==> src/rtl/zoned_anti_theft_ctrl_pkg.sv <==
// anti_theft_pkg: shared state encoding, counter width and entry-delay selection for the zoned alarm
package anti_theft_pkg;
  localparam int AC_W = 3;
  typedef enum logic [2:0] {
    ARMED, TRIGGERED, ALARM, DISARMED, WAIT_OPEN, WAIT_CLOSE, WAIT_TIME, LOCKOUT
  } state_t;
  // Driver door alone earns the shorter entry delay
  function automatic int entry_delay(input logic [7:0] z, input int t_driver, input int t_pass);
    return (z == 8'd1) ? t_driver : t_pass;
  endfunction
endpackage

==> src/rtl/zoned_anti_theft_ctrl_if.sv <==
// zoned_anti_theft_ctrl_if: sensor/tick inputs and siren/status outputs of the alarm controller
interface zoned_anti_theft_ctrl_if #(parameter int N_ZONES = 4);
  import anti_theft_pkg::*;
  logic tick;
  logic ignition;
  logic reprogram;
  logic [N_ZONES-1:0] zone;
  logic status;
  logic siren;
  logic lockout;
  logic [N_ZONES-1:0] zone_latched;
  logic [AC_W-1:0] alarm_count;
  modport master (output tick, ignition, reprogram, zone,
                  input status, siren, lockout, zone_latched, alarm_count);
  modport slave (input tick, ignition, reprogram, zone,
                 output status, siren, lockout, zone_latched, alarm_count);
endinterface

==> src/rtl/zoned_anti_theft_ctrl_tick_timer.sv <==
// tick_timer: loadable down counter decremented on tick, expired when it reaches zero
module tick_timer #(parameter int W = 4) (
  input  logic         clk,
  input  logic         rst_n,
  input  logic         tick,
  input  logic         load,
  input  logic [W-1:0] load_val,
  output logic         expired
);
  logic [W-1:0] count;
  always_ff @(posedge clk or negedge rst_n)
    if (!rst_n) count <= '0;
    else if (load) count <= load_val;
    else if (tick && count != '0) count <= count - 1'b1;
  assign expired = count == '0;
endmodule

==> src/rtl/zoned_anti_theft_ctrl.sv <==
// zoned_anti_theft_ctrl: N-zone vehicle alarm FSM with entry delay, siren bursts, lockout and re-arm sequencing
module zoned_anti_theft_ctrl
  import anti_theft_pkg::*;
#(
  parameter int N_ZONES    = 4,
  parameter int T_DRIVER   = 8,
  parameter int T_PASS     = 15,
  parameter int T_ALARM    = 10,
  parameter int T_ARM      = 6,
  parameter int BLINK_DIV  = 2,
  parameter int MAX_ALARMS = 3
) (
  input logic clk,
  input logic rst_n,
  zoned_anti_theft_ctrl_if.slave bus
);
  localparam int T_MAX_A = T_DRIVER > T_PASS ? T_DRIVER : T_PASS;
  localparam int T_MAX_B = T_ALARM > T_ARM ? T_ALARM : T_ARM;
  localparam int T_MAX = T_MAX_A > T_MAX_B ? T_MAX_A : T_MAX_B;
  localparam int W = $clog2(T_MAX + 1);
  localparam int BW = BLINK_DIV > 1 ? $clog2(BLINK_DIV) : 1;
  localparam logic [BW-1:0] BLINK_LAST = BW'(BLINK_DIV - 1);
  localparam logic [AC_W-1:0] AC_MAX = AC_W'(MAX_ALARMS);

  if (!(T_DRIVER >= 1 && T_PASS >= 1 && T_ALARM >= 1 && T_ARM >= 1 && BLINK_DIV >= 1 &&
        N_ZONES >= 2 && N_ZONES <= 8 && MAX_ALARMS >= 1 && MAX_ALARMS <= 7)) begin : g_param_check
    $error("zoned_anti_theft_ctrl: illegal parameter value");
  end

  state_t state, nxt;
  logic [N_ZONES-1:0] zl, zl_nxt;
  logic [AC_W-1:0] ac, ac_nxt, ac_inc;
  logic [BW-1:0] blink, blink_nxt;
  logic [W-1:0] load_val;
  logic z0_q, rise, fall, reload, load, expired;
  logic status_q, siren_q, lockout_q;

  assign ac_inc = ac == '1 ? ac : ac + 1'b1;
  assign rise = bus.zone[0] & ~z0_q;
  assign fall = ~bus.zone[0] & z0_q;

  always_comb begin
    nxt = state;
    zl_nxt = zl;
    ac_nxt = ac;
    reload = 1'b0;
    case (state)
      ARMED:
        if (|bus.zone) begin
          nxt = TRIGGERED;
          zl_nxt = zl | bus.zone;
        end else if (bus.ignition) nxt = DISARMED;
      TRIGGERED:
        if (bus.ignition) nxt = DISARMED;
        else begin
          zl_nxt = zl | bus.zone;
          if (expired) begin
            nxt = ALARM;
            ac_nxt = ac_inc;
          end
        end
      ALARM:
        if (bus.ignition) nxt = DISARMED;
        else if (expired) begin
          if (ac >= AC_MAX) nxt = LOCKOUT;
          else if (|bus.zone) begin
            reload = 1'b1;
            ac_nxt = ac_inc;
          end else nxt = ARMED;
        end
      LOCKOUT:    nxt = bus.ignition ? DISARMED : LOCKOUT;
      DISARMED:   nxt = bus.ignition ? DISARMED : WAIT_OPEN;
      WAIT_OPEN:  nxt = bus.ignition ? DISARMED : rise ? WAIT_CLOSE : WAIT_OPEN;
      WAIT_CLOSE: nxt = bus.ignition ? DISARMED : fall ? WAIT_TIME : WAIT_CLOSE;
      WAIT_TIME:  nxt = bus.ignition ? DISARMED : rise ? WAIT_CLOSE : expired ? ARMED : WAIT_TIME;
      default:    nxt = ARMED;
    endcase
    if (nxt == DISARMED) begin
      zl_nxt = '0;
      ac_nxt = '0;
    end
    if (bus.reprogram) begin
      nxt = ARMED;
      zl_nxt = '0;
      ac_nxt = '0;
      reload = 1'b0;
    end
  end

  // Every state entry (and an ALARM retrigger) reloads the timer; untimed states load zero
  always_comb begin
    load = bus.reprogram | reload | (nxt != state);
    load_val = nxt == TRIGGERED ? W'(entry_delay(8'(bus.zone), T_DRIVER, T_PASS)) :
               nxt == ALARM     ? W'(T_ALARM) :
               nxt == WAIT_TIME ? W'(T_ARM) : '0;
    blink_nxt = (nxt == ARMED && (state != ARMED || bus.reprogram)) ? '0 :
                (state == ARMED && bus.tick) ? (blink == BLINK_LAST ? '0 : blink + 1'b1) : blink;
  end

  tick_timer #(.W(W)) u_timer (
    .clk      (clk),
    .rst_n    (rst_n),
    .tick     (bus.tick),
    .load     (load),
    .load_val (load_val),
    .expired  (expired)
  );

  always_ff @(posedge clk or negedge rst_n)
    if (!rst_n) begin
      state <= ARMED;
      zl <= '0;
      ac <= '0;
      blink <= '0;
      z0_q <= 1'b0;
      status_q <= 1'b0;
      siren_q <= 1'b0;
      lockout_q <= 1'b0;
    end else begin
      state <= nxt;
      zl <= zl_nxt;
      ac <= ac_nxt;
      blink <= blink_nxt;
      z0_q <= bus.zone[0];
      status_q <= nxt == ARMED ? blink_nxt == BLINK_LAST : nxt inside {TRIGGERED, ALARM, LOCKOUT};
      siren_q <= nxt == ALARM;
      lockout_q <= nxt == LOCKOUT;
    end

  assign bus.status = status_q;
  assign bus.siren = siren_q;
  assign bus.lockout = lockout_q;
  assign bus.zone_latched = zl;
  assign bus.alarm_count = ac;
endmodule
==> src/flat_wrapper.sv <==
// flat-port wrapper written by rule: the top's interface ports become plain ports
module zoned_anti_theft_ctrl_flat import anti_theft_pkg::*;
#(
  parameter int N_ZONES    = 4,
  parameter int T_DRIVER   = 8,
  parameter int T_PASS     = 15,
  parameter int T_ALARM    = 10,
  parameter int T_ARM      = 6,
  parameter int BLINK_DIV  = 2,
  parameter int MAX_ALARMS = 3
)
  (clk, rst_n, bus_tick, bus_ignition, bus_reprogram, bus_zone, bus_status, bus_siren, bus_lockout, bus_zone_latched, bus_alarm_count);
  zoned_anti_theft_ctrl_if #(.N_ZONES(N_ZONES)) bus_i ();
  input logic clk;
  input logic rst_n;
  input wire logic [$bits(bus_i.tick)-1:0] bus_tick;
  input wire logic [$bits(bus_i.ignition)-1:0] bus_ignition;
  input wire logic [$bits(bus_i.reprogram)-1:0] bus_reprogram;
  input wire logic [$bits(bus_i.zone)-1:0] bus_zone;
  output wire logic [$bits(bus_i.status)-1:0] bus_status;
  output wire logic [$bits(bus_i.siren)-1:0] bus_siren;
  output wire logic [$bits(bus_i.lockout)-1:0] bus_lockout;
  output wire logic [$bits(bus_i.zone_latched)-1:0] bus_zone_latched;
  output wire logic [$bits(bus_i.alarm_count)-1:0] bus_alarm_count;
  assign bus_i.tick = bus_tick;
  assign bus_i.ignition = bus_ignition;
  assign bus_i.reprogram = bus_reprogram;
  assign bus_i.zone = bus_zone;
  assign bus_status = bus_i.status;
  assign bus_siren = bus_i.siren;
  assign bus_lockout = bus_i.lockout;
  assign bus_zone_latched = bus_i.zone_latched;
  assign bus_alarm_count = bus_i.alarm_count;
  zoned_anti_theft_ctrl #(.N_ZONES(N_ZONES), .T_DRIVER(T_DRIVER), .T_PASS(T_PASS), .T_ALARM(T_ALARM), .T_ARM(T_ARM), .BLINK_DIV(BLINK_DIV), .MAX_ALARMS(MAX_ALARMS)) u_core (.clk(clk), .rst_n(rst_n), .bus(bus_i));
endmodule
==> config.mk <==
export PLATFORM = sky130hd
export DESIGN_NAME = zoned_anti_theft_ctrl_flat
export DESIGN_NICKNAME = d
export VERILOG_FILES = /design/src/rtl/zoned_anti_theft_ctrl_pkg.sv /design/src/rtl/zoned_anti_theft_ctrl_if.sv /design/src/rtl/zoned_anti_theft_ctrl_tick_timer.sv /design/src/rtl/zoned_anti_theft_ctrl.sv /design/src/flat_wrapper.sv
export SDC_FILE = /design/constraint.sdc
export NUM_CORES = 1
export LEC_CHECK = 0
export ABC_AREA = 1
export CORE_ASPECT_RATIO = 1.5
export CORE_MARGIN = 4
export CORE_UTILIZATION = 25
export DETAILED_ROUTE_END_ITERATION = 10
export GPL_TIMING_DRIVEN = 1
export SYNTH_ARGS = -nofsm -noshare
export SYNTH_HDL_FRONTEND = slang
export SYNTH_SLANG_ARGS = --single-unit
==> constraint.sdc <==
create_clock -name clk -period 2.5 [get_ports clk]
set_input_delay 0.25 -clock clk [delete_from_list [all_inputs] [get_ports clk]]
set_output_delay 0.25 -clock clk [all_outputs]
set_load 0.03 [all_outputs]
# --- Word-level counts from Yosys, hierarchy flattened ---
# Cells that the tools add are included.
totals:
  output_inout_bits: 10
  word_cells: 108
  regBits: 19
  input_bits: 9
op_classes:
  n_reduce_logical: 16
  add_sub_neg: 3
  n_bitwise: 7
  n_lt_le_gt_ge: 1
  eq_ne: 22
  n_mux: 50
op_table:
  columns: ["op", "n"]
  rows:
  - ["$mux 3", 27]
  - ["$mux 4", 8]
  - ["$pmux 3 s8", 1]
  - ["$eq 3x3->1 const B", 7]
  - ["$ne 4x2->1 const B", 4]
  - ["$eq 3x2->1 const B", 4]
  - ["$reduce_bool 4->1", 3]
  - ["$mux 1", 11]
  - ["$ne 4x3->1 const B", 2]
  - ["$pmux 4 s2", 1]
  - ["$reduce_and 7->1", 1]
  - ["$eq 3x1->1 const B", 2]
  - ["$logic_not 3->1", 2]
  - ["$pmux 3 s2", 1]
  - ["$reduce_bool 3->1", 2]
  - ["$eq 4x1->1 const B", 1]
  - ["$logic_not 4->1", 1]
  - ["$ne 4x4->1 const B", 1]
  - ["$or 4x4->4", 1]
  - ["$reduce_or 4->1", 1]
  - ["$sub 4x1->4 const B", 1]
  - ["$add 3x1->3 const B", 1]
  - ["$ge 3x2->1 const B", 1]
  - ["$logic_and 1x1->1", 3]
  - ["other kinds (9)", 12]

# --- Depth between registers and ports, before layout ---
# Gate-level depths: netlist of the first run.
logic_depth:
  ltp_word: 12
  mapped_depth: 16
  mapped_depth_nobuf: 16

# --- Hierarchy ---
# A second synthesis of the first run with hierarchy kept.
hier_totals:
  cells_unflattened: 218
  area_unflattened_um2: 1552.7
modules_own_cells:
  columns: ["module", "seq_area_each_um2", "area_each_um2", "cells_per_inst", "n_inst"]
  rows:
  - ["zoned_anti_theft_ctrl", 375.4, 1257.5, 172, 1]
  - ["tick_timer", 100.1, 295.3, 46, 1]

# --- Worst setup path before layout of the first run ---
# Ideal clock, no wire load.
synth_path:
  path_type: "flip-flop to flip-flop"
  from: "register u_core.ac[0] (netlist: u_core.bus.alarm_count[0])"
  to: "register u_core.u_timer.count[1]"
  path_slack_ns: 0.380
  stages_incl_launch_ff: 17
  setup_time_ns: 0.116
  required_ns: 2.384
  period_less_slack_ns: 2.120
  path_buffers: 0
  t_arrival_ns: 2.003
  cell_sequence: "dfrtp_1 -> ha_1 -> ha_1 -> nor2_1 -> nand2_1 -> a21oi_2 -> nand2_1 -> nand2_1 -> nand2_2 -> nand2_2 -> nand2_2 -> nand2_2 -> nand2_1 -> nor2_4 -> o21ai_0 -> nand2_1 -> nand2_1"
synth_between:
  elab_chain_len: 11
  elab_cells_between_ends: 22
  classes_between: "order compare (1); eq/ne (4); mux (14); bitwise (2); reduce/logical (1)"
synth_lines:
  columns: ["item", "line_no", "text"]
  rows:
  - ["start: declaration", "zoned_anti_theft_ctrl.sv:32", "logic [AC_W-1:0] ac, ac_nxt, ac_inc;"]
  - ["start signal: assignment", "zoned_anti_theft_ctrl.sv:122", "ac <= ac_nxt;"]
  - ["$ge 3x2->1 (*)", "zoned_anti_theft_ctrl.sv:65", "if (ac >= AC_MAX) nxt = LOCKOUT;"]
  - ["$mux 3", "zoned_anti_theft_ctrl.sv:65", null]
  - ["$mux 3", "zoned_anti_theft_ctrl.sv:64", "else if (expired) begin"]
  - ["$mux 3", "zoned_anti_theft_ctrl.sv:63", "if (bus.ignition) nxt = DISARMED;"]
  - ["$pmux 3 s8", "zoned_anti_theft_ctrl.sv:47", "case (state)"]
  - ["$mux 3", "zoned_anti_theft_ctrl.sv:82", "if (bus.reprogram) begin"]
  - ["$eq 3x3->1", "zoned_anti_theft_ctrl.sv:95", "nxt == WAIT_TIME ? W'(T_ARM) : '0;"]
  - ["$mux 3", "zoned_anti_theft_ctrl.sv:95", null]
  - ["$mux 4", "zoned_anti_theft_ctrl.sv:94", "nxt == ALARM ? W'(T_ALARM) :"]
  - ["$mux 4", "zoned_anti_theft_ctrl.sv:93", "load_val = nxt == TRIGGERED ? W'(entry_delay(8'(bus.zone), T_DRIVER, T_PASS)) :"]
  - ["$mux 4", "zoned_anti_theft_ctrl_tick_timer.sv:13", "else if (load) count <= load_val;"]
  - ["end signal: assignment", "zoned_anti_theft_ctrl_tick_timer.sv:13", null]
  - ["end signal: assignment", "zoned_anti_theft_ctrl_tick_timer.sv:14", "else if (tick && count != '0) count <= count - 1'b1;"]
  - ["end: declaration", "zoned_anti_theft_ctrl_tick_timer.sv:10", "logic [W-1:0] count;"]
# Every way passes the cells marked *; elsewhere a longest branch is shown, timed or not.
# A chain may end at the register's enable or synchronous reset.

# --- Worst setup path after layout of the first run ---
layout_path:
  from: "register u_core.u_timer.count[0]"
  to: "register u_core.u_timer.count[3]"
layout_between:
  elab_chain_len: 10
  elab_cells_between_ends: 27
  classes_between: "add/sub (1); eq/ne (3); mux (17); bitwise (2); reduce/logical (4)"
layout_lines:
  columns: ["item", "line_no", "text"]
  rows:
  - ["$logic_not 4->1", "zoned_anti_theft_ctrl_tick_timer.sv:15", "assign expired = count == '0;"]
  - ["$mux 3 (3 in series)", "zoned_anti_theft_ctrl.sv:75", "WAIT_TIME: nxt = bus.ignition ? DISARMED : rise ? WAIT_CLOSE : expired ? ARMED : WAIT_TIME;"]
  - ["$pmux 3 s8", "zoned_anti_theft_ctrl.sv:47", null]
  - ["$mux 3", "zoned_anti_theft_ctrl.sv:82", null]
  - ["$eq 3x2->1", "zoned_anti_theft_ctrl.sv:94", null]
  - ["$mux 4", "zoned_anti_theft_ctrl.sv:94", null]
  - ["$mux 4", "zoned_anti_theft_ctrl.sv:93", null]
  - ["$mux 4", "zoned_anti_theft_ctrl_tick_timer.sv:13", null]
# Parallel ways exist; a longest one is shown, timed or not. The select of a mux whose other input is x is not followed.

==> results.json, run 1 <==
{
  "status": "finished clean",
  "place.gp.congestion": 0.879,
  "yosysWarnings": 0,
  "ys_seq_area_share_pct": 33.0,
  "setup_viol": 0,
  "grt_first_pass_wirelength_mm": 5.98,
  "gr-usage-met2_pct": 21.0,
  "busiest_layer": "met2",
  "crit_type": "reg -> reg",
  "synth_xor_xnor_area_share_pct": 1.82,
  "synthMostInstantiatedCell": "nand2_1",
  "vias": 1352,
  "clk_pin_slew_ns": 0.07,
  "synth_edf_count": 0,
  "r2r_end": "u_core.u_timer.count[3]",
  "overflow": 0,
  "diodes": 0,
  "fin_setup_tns_ns": 0,
  "die_y_um": 101,
  "cts_made_buffers": 3,
  "n_fill_cell": 636,
  "synthSimpleGateAreaFrac_pct": 40.2,
  "drt_iter0_drc": 32,
  "initial_core_util_pct": 26.1,
  "leakage_nw": 0.872,
  "yosysTopAreaCell": "dfrtp_1",
  "tightest_slew_ns": 0.522,
  "power.share.switching_pct": 52.1,
  "worst_r2r_path_depth": 13,
  "slew_violations": 0,
  "drt-total-wl_mm": 3.54,
  "clockPowerShare_pct": 10.3,
  "cts_tree": "yes",
  "ir_drop_mv": 0.544,
  "cts.sinks": 19,
  "syn2layout_area_growth_pct": 20.5,
  "grtUsageTotal_pct": 10.6,
  "reg2reg_slack_ns": 0.34,
  "first_pass_iters": 4,
  "grt_use_met1_pct": 10.5,
  "r2r_start": "u_core.u_timer.count[0]",
  "syn_area_um2": 1440,
  "die_w_um": 70.0,
  "synthAdderAreaFrac_pct": 3.47,
  "period_needed_ns": 2.16,
  "hold_ws_ns": 0.320,
  "final_nets": 243,
  "clk_latency_ns": 0.26,
  "relSlewSlack_pct": 64.9,
  "synthMuxAreaShare_pct": 0,
  "skew_ns": 0.00107,
  "drc": 0,
  "num_rows": 33,
  "syn_inst": 208,
  "max_freq_mhz": 462,
  "numPortBuffers": 18,
  "seqCellArea_um2": 475,
  "synth-main-ff-cell": "dfrtp_1",
  "cell_internal_pwr_mw": 1.01,
  "grt_pass1_vias": 1331,
  "synth_nets": 221,
  "cts_htree_levels": 1,
  "ctsHoldBuffers": 0,
  "combPwrFrac_pct": 63.6,
  "layout_worst_path_cycle_share_pct": 86.5,
  "cp.arrival_ns": 2.32,
  "synth_top_area_share_pct": 33.0,
  "use_met3_pct": 0.998,
  "dp_hpwl_mm": 2.89,
  "grt_start_max_net_pins": 20,
  "synth_common_cells": "nand2_1, inv_1, nor2_1",
  "coreArea_um2": 5530,
  "rsz0062_at_grt": "false",
  "hold_viol_final": 0,
  "cts_buffer_depth": 2,
  "wl_per_cell_um": 11.9,
  "start_kind": "register",
  "power_density_nw_per_um2": 1220,
  "ys_seq_elements": 19,
  "ant_nets": 0,
  "vias_per_cell": 4.52,
  "ctsResizeCount": 0,
  "hold_class": "in -> async",
  "synth_top_family_by_area": "simple AND/OR/NAND/NOR gates",
  "cts_root_buffer": "clkbuf_8",
  "multi_input_area_um2": 818,
  "synth_compound_gate_area_share_pct": 11.2,
  "post-cts-setup-buffers": 0,
  "maxCapViolCount": 0,
  "drive_above_1_share_pct": 15.3,
  "async_flop_share_pct": 100,
  "dieArea_um2": 7070,
  "seqPwrFrac_pct": 26.1,
  "io-pin-count": 19,
  "syn_avg_cell_area_um2": 6.94,
  "required_ns": 2.66,
  "p_switching_mw": 1.10,
  "synthDistinctLibCells": 28,
  "path_max_fanout": 5,
  "yosys-top-cells-area": "dfrtp_1, nand2_1, nand3_1, inv_1, nor2_1",
  "antenna_found_initial": 0,
  "crit_path_end_kind": "register"
}
==> critical path, cell delays in order (launching register included) <==
cell,delay [ns]
dfrtp_1,0.38
inv_1,0.10
ha_1,0.23
nand2_1,0.09
nor2_2,0.25
nand3_1,0.14
nand3_2,0.13
nand3_1,0.10
a21oi_2,0.21
nand2_2,0.08
nor2_4,0.14
o21ai_0,0.10
nand2_1,0.07
nand2_1,0.04
==> state kept, by name, indices dropped and copies added, names as in the netlist <==
| register | count |
|---|---|
| u_core.bus.zone_latched | 4 |
| u_core.u_timer.count | 4 |
| u_core.blink | 1 |
| u_core.bus.siren | 1 |
| u_core.bus.status | 1 |
| u_core.state | 3 |
| u_core.bus.alarm_count | 3 |
| u_core.z0_q | 1 |
| u_core.bus.lockout | 1 |
==> through the flow <==
stage	power (mW)	cells	cell area (um^2)	util, %	worst slack, ns
5_1_grt	2.34	299	1740	31.4	0.104
3_3_place_gp	1.91	295	1690	30.6	0.292
4_1_cts	2.14	299	1740	31.4	0.332
3_5_place_dp	1.91	295	1690	30.6	0.272
2_1_floorplan	1.60	208	1440	-	0.380
6_report	2.12	299	1740	31.4	0.337
==> cells by family (layout without fill, tap and decap cells) <==
| family | Yosys count | after routing |
|---|---|---|
| compound gates | 28 | 28 |
| xor+xnor | 3 | 3 |
| fa+ha+maj | 4 | 4 |
| buf+inv | 33 | 54 |
| flops | 19 | 19 |
| simple gates | 121 | 121 |
==> placed cells by master, fill, tap and decap left out, drive strengths merged <==
cell and instances:
nand3 24, nand2 62, clkinv 2, o221ai 1, nand4 2, inv 29
clkdlybuf4s50 18, a21oi 9, a21o 1, buf 2, nor2 30, clkbuf 3
ha 4, o21ai 17, nor4 1, xnor2 3, nor3 2, dfrtp 19
==> power groups by stage <==
stage          Combinational [mW]  Clock [mW]  Sequential, mW
3_5_place_dp                 1.35           0           0.561
4_1_cts                      1.36       0.227           0.555
2_1_floorplan                1.01           0           0.586
5_1_grt                      1.52       0.242           0.569
6_report                     1.35       0.219           0.553
3_3_place_gp                 1.35           0           0.560
==> worst max path at each step <==
| stage | start | cells after the start | to |
|---|---|---|---|
| global placement | bus_zone[0] | 11 | u_core.u_timer.count[3] |
| finish | u_core.u_timer.count[0] | 13 | u_core.u_timer.count[3] |
| floorplan | u_core.bus.alarm_count[0] | 16 | u_core.u_timer.count[1] |
| global route | u_core.bus.alarm_count[0] | 16 | u_core.u_timer.count[2] |
| detailed placement | bus_zone[0] | 11 | u_core.u_timer.count[2] |
| CTS | u_core.bus.alarm_count[0] | 16 | u_core.u_timer.count[2] |
==> routing by layer <==
metal,vias to the layer above,routed length [um]
met2,14,1960
li1,706,-
met5,-,0
met3,5,33
met1,627,1470
met4,0,80
==> layout make-up <==
type	instances	share of cell area, %
multi-input cells	156	47.1
flip-flops and latches	19	27.4
repair buffers	20	11.2
inverters	30	6.62
well taps	70	5.04
clock buffers	3	2.38
clock inverters	1	0.288
Power figures use the tool's default switching activity.
==> inputs of run 2 (changes only) <==
--- a/config.mk
+++ b/config.mk
@@ -11,6 +11,7 @@
 export CORE_UTILIZATION = 25
 export DETAILED_ROUTE_END_ITERATION = 10
 export GPL_TIMING_DRIVEN = 1
+export PLACE_DENSITY = 0.45
 export SYNTH_ARGS = -nofsm -noshare
 export SYNTH_HDL_FRONTEND = slang
 export SYNTH_SLANG_ARGS = --single-unit
==> results.json, run 2 (synthesis results as in run 1) <==
{
  "status": "finished clean",
  "post-cts-setup-buffers": 0,
  "period_needed_ns": 2.23,
  "seqCellArea_um2": 475,
  "diodes": 0,
  "initial_core_util_pct": 26.1,
  "instances_no_fill": 301,
  "num_rows": 33,
  "io-pin-count": 19,
  "place.gp.congestion": 0.854,
  "ant_nets": 0,
  "wl_met1_mm": 1.65,
  "start_kind": "register",
  "final_nets": 245,
  "startpoint": "u_core.bus.alarm_count[0]",
  "ir_drop_mv": 0.550,
  "wl_per_cell_um": 12.8,
  "grt_start_max_net_pins": 20,
  "hold_viol_final": 0,
  "n_fill_cell": 631,
  "grtUsageTotal_pct": 11.7,
  "max_freq_mhz": 449,
  "setup_viol": 0,
  "first_pass_iters": 4,
  "ctsResizeCount": 0,
  "power_density_nw_per_um2": 1240,
  "crit_path_end_kind": "register",
  "clk_pin_slew_ns": 0.08,
  "drive_above_1_share_pct": 16.0,
  "required_ns": 2.67,
  "drc": 0,
  "dieArea_um2": 7070,
  "clk_latency_ns": 0.27,
  "cts_htree_levels": 1,
  "overflow": 0,
  "path_max_fanout": 5,
  "tightest_slew_ns": 0.546,
  "fin_setup_tns_ns": 0,
  "grt_pass1_vias": 1383,
  "vias": 1375,
  "cp.arrival_ns": 2.39,
  "ctsHoldBuffers": 0,
  "hold_class": "in -> async",
  "layout_worst_path_cycle_share_pct": 89.0,
  "die_y_um": 101,
  "final_cell_mix": "nand2_1, inv_1, nor2_1",
  "wl_met2_mm": 2.01,
  "top_layer_used": "met4",
  "layout_commonest_cell": "nand2_1",
  "cts_tree": "yes",
  "cts_made_buffers": 3,
  "slew_violations": 0,
  "dp_cells": 297,
  "cts_buffer_depth": 2,
  "cts_root_buffer": "clkbuf_8",
  "numPortBuffers": 18,
  "die_w_um": 70.0,
  "drt_iter0_drc": 46,
  "dp_hpwl_mm": 3.16,
  "skew_ns": 0.00956,
  "antenna_found_initial": 0,
  "vias_per_cell": 4.57,
  "rsz0062_at_grt": "false",
  "crit_type": "reg -> reg",
  "r2r_start": "u_core.bus.alarm_count[0]",
  "relSlewSlack_pct": 63.3,
  "wl_met3_um": 78,
  "drt-total-wl_mm": 3.86,
  "grt_first_pass_wirelength_mm": 6.51,
  "maxCapViolCount": 0,
  "multi_input_area_um2": 818,
  "leakage_nw": 0.882,
  "cts.sinks": 19,
  "syn2layout_area_growth_pct": 21.5,
  "coreArea_um2": 5530
}
[run 2: cell count changes in the layout (fill, tap and decap cells not counted)]
cell,change
buf_4,+2
[run 2: cell type report]
| class | count | area share, % |
|---|---|---|
| clock buffers | 3 | 2.36 |
| clock inverters | 1 | 0.286 |
| inverters | 30 | 6.57 |
| multi-input cells | 156 | 46.7 |
| flip-flops and latches | 19 | 27.1 |
| well taps | 70 | 5.00 |
| repair buffers | 22 | 12.0 |
[run 2: power breakdown]
group          internal, mW  switching [mW]  leakage, nW
Sequential            0.420           0.120        0.246
Clock                 0.111           0.114       0.0255
Combinational         0.495           0.908        0.611
Total                  1.03            1.14        0.882
[run 2: path summary, 6_finish.rpt]
check / to / slack [ns] / cells after the start
min in group clk: u_core.u_timer.count[1] / 0.49 / 2
worst min-delay path: u_core.state[2] / 0.32 / 2
worst max register to register: u_core.u_timer.count[0] / 0.27 / 16
worst min register to register: u_core.u_timer.count[1] / 0.49 / 2
worst max-delay path: u_core.u_timer.count[0] / 0.27 / 16
max in group asynchronous: u_core.bus.zone_latched[1] / 1.97 / 2
[run 2: metrics by stage]
| step | area [um^2] | setup WS, ns | power, mW | utilization (%) | hold slack (ns) |
|---|---|---|---|---|---|
| finish | 1750 | 0.275 | 2.17 | 31.7 | 0.315 |
| global route | 1750 | 0.0402 | 2.40 | 31.7 | 0.350 |
| CTS | 1750 | 0.268 | 2.19 | 31.7 | 0.322 |
| detailed placement | 1710 | 0.234 | 1.95 | 30.8 | 0.476 |
| global placement | 1710 | 0.251 | 1.96 | 30.8 | 0.465 |
| floorplan | 1440 | 0.380 | 1.60 | - | -0.0456 |
[run 2: worst max-delay path, cell delays in order (launching register included)]
cell	delay, ns
dfrtp_1	0.41
ha_1	0.24
ha_1	0.18
nor2_1	0.09
nand2_1	0.13
a21oi_2	0.19
nand2_1	0.07
nand2_1	0.07
nand2_2	0.09
nand2_2	0.10
nand2_2	0.05
nand2_2	0.06
nand2_1	0.08
nor2_4	0.14
o21ai_1	0.09
o21ai_1	0.09
inv_1	0.05
[run 2: routing by layer]
metal	up-vias	global-route usage [%]
met4	0	6.19
met2	30	20.9
met3	9	1.30
met1	632	13.5
li1	704	-
met5	-	0
==> inputs of run 3 (changes only) <==
--- a/config.mk
+++ b/config.mk
@@ -10,8 +10,9 @@
 export CORE_MARGIN = 4
 export CORE_UTILIZATION = 25
 export DETAILED_ROUTE_END_ITERATION = 10
+export DONT_BUFFER_PORTS = 1
 export GPL_TIMING_DRIVEN = 1
-export PLACE_DENSITY = 0.45
+export PLACE_DENSITY = 0.41
 export SYNTH_ARGS = -nofsm -noshare
 export SYNTH_HDL_FRONTEND = slang
 export SYNTH_SLANG_ARGS = --single-unit
==> results.json, run 3 (synthesis results as in run 1) <==
{
  "worstPathCellList": "ha_1 -> ha_1 -> nor2_1 -> nand2_1 -> a21oi_2 -> nand2_1 -> nand2_1 -> nand2_2 -> nand2_2 -> nand2_2 -> nand2_2 -> nand2_1 -> nor2_4 -> o21ai_0 -> nand2_1 -> nand2_1",
  "maxCapViolCount": 0,
  "rsz0062_at_grt": "false",
  "diodes": 0,
  "cpMaxStageDelayCell": "dfrtp_1",
  "max_freq_mhz": 468,
  "skew_ns": 0.00510,
  "period_needed_ns": 2.14,
  "cts.sinks": 19,
  "hold_ws_ns": 0.0196,
  "setup_viol": 0,
  "syn2layout_area_growth_pct": 9.11,
  "multi_input_area_um2": 818,
  "crit_path_end_kind": "register",
  "final_nets": 227,
  "cts_tree": "yes",
  "drive_above_1_share_pct": 16.4,
  "cts_htree_levels": 1,
  "numPortBuffers": 0,
  "required_ns": 2.66,
  "grt_first_pass_wirelength_mm": 6.35,
  "slew_violations": 0,
  "status": "finished clean",
  "worstHoldStart": "bus_zone[0]",
  "crit_top_cell": "nand2_1",
  "clk_pin_slew_ns": 0.07,
  "r2r_start": "u_core.bus.alarm_count[0]",
  "cts_made_buffers": 3,
  "startpoint": "u_core.bus.alarm_count[0]",
  "ant_nets": 0,
  "reg2reg_slack_ns": 0.36,
  "ctsResizeCount": 0,
  "n_fill_cell": 661,
  "coreArea_um2": 5530,
  "cts_root_buffer": "clkbuf_8",
  "overflow": 0,
  "layout_worst_path_cycle_share_pct": 85.4,
  "place_ws_ns": 0.353,
  "power_density_nw_per_um2": 1300,
  "power_mw": 2.04,
  "ctsHoldBuffers": 1,
  "post-cts-setup-buffers": 0,
  "dp_hpwl_mm": 3.04,
  "die_w_um": 70.0,
  "grtUsageTotal_pct": 11.3,
  "layout_commonest_cell": "nand2_1",
  "final_cell_mix": "nand2_1, inv_1, nor2_1",
  "cp_num_cells": 16,
  "grt_start_max_net_pins": 20,
  "drc": 0,
  "drt-total-wl_mm": 3.71,
  "num_rows": 33,
  "first_pass_iters": 4,
  "leakage_nw": 0.813,
  "hold_class": "in -> reg",
  "fin_ws_ns": 0.364,
  "cts_buffer_depth": 2,
  "critical_path.max_stage_delay_ns": 0.38,
  "fin_setup_tns_ns": 0,
  "worstSetupEndpoint": "u_core.u_timer.count[1]",
  "drt_iter0_drc": 25,
  "relSlewSlack_pct": 41.1,
  "vias": 1287,
  "place.gp.congestion": 0.818,
  "path_buf_inv": 0,
  "cp_top_family": "simple AND/OR/NAND/NOR gates",
  "hold_viol_final": 0,
  "initial_core_util_pct": 26.1,
  "seqCellArea_um2": 475,
  "ir_drop_mv": 0.475,
  "wl_per_cell_um": 13.1,
  "worst_r2r_path_depth": 16,
  "cp.arrival_ns": 2.29,
  "r2r_end": "u_core.u_timer.count[1]",
  "start_kind": "register",
  "vias_per_cell": 4.55,
  "clk_latency_ns": 0.26,
  "crit_type": "reg -> reg",
  "antenna_found_initial": 0,
  "tightest_slew_ns": 0.880,
  "path_max_fanout": 5,
  "io-pin-count": 19,
  "grt_pass1_vias": 1328,
  "die_y_um": 101,
  "dieArea_um2": 7070
}
## run 3: changes by cell type in the layout (fill, tap and decap cells not counted)
cell	before	now
clkdlybuf4s50_1	18	0
buf_4	4	3
clkbuf_1	0	1
clkinv_2	1	0
dlygate4sd3_1	0	1
## run 3: how the worst min path moves through the flow
stage | to | slack (ns) | cells after the start
2_1_floorplan | u_core.blink | -0.05 | 0
3_3_place_gp | u_core.bus.alarm_count[1] | -0.05 | 0
3_5_place_dp | u_core.bus.zone_latched[0] | -0.05 | 0
4_1_cts | u_core.z0_q | 0.007 | 0
5_1_grt | u_core.z0_q | 0.002 | 0
6_report | u_core.z0_q | 0.02 | 0
## run 3: stage by stage
step | util [%] | instance area (um^2) | cells
6_report | 28.4 | 1570 | 283
5_1_grt | 28.4 | 1570 | 283
4_1_cts | 28.4 | 1570 | 283
3_5_place_dp | 27.5 | 1520 | 278
3_3_place_gp | 27.5 | 1520 | 278
2_1_floorplan | - | 1440 | 208
## run 3: area by class of cell
type	instances	area share, %
multi-input combinational	156	52.0
clock buffer	4	2.86
tap	70	5.56
inverter	30	7.31
sequential	19	30.2
timing repair buffer	4	2.07
## run 3: where the power goes
group / internal (mW) / switching (mW) / total [mW]
sequential: 0.419 / 0.207 / 0.625
clock: 0.113 / 0.105 / 0.218
combinational: 0.409 / 0.793 / 1.20
## run 3: routing by layer
layer,vias to the layer above,share of wire (%),GRT usage (%)
met1,592,42,12.6
met3,7,2.8,1.50
li1,672,-,-
met2,16,52,21.1
met5,-,0,0
met4,0,2.4,5.31
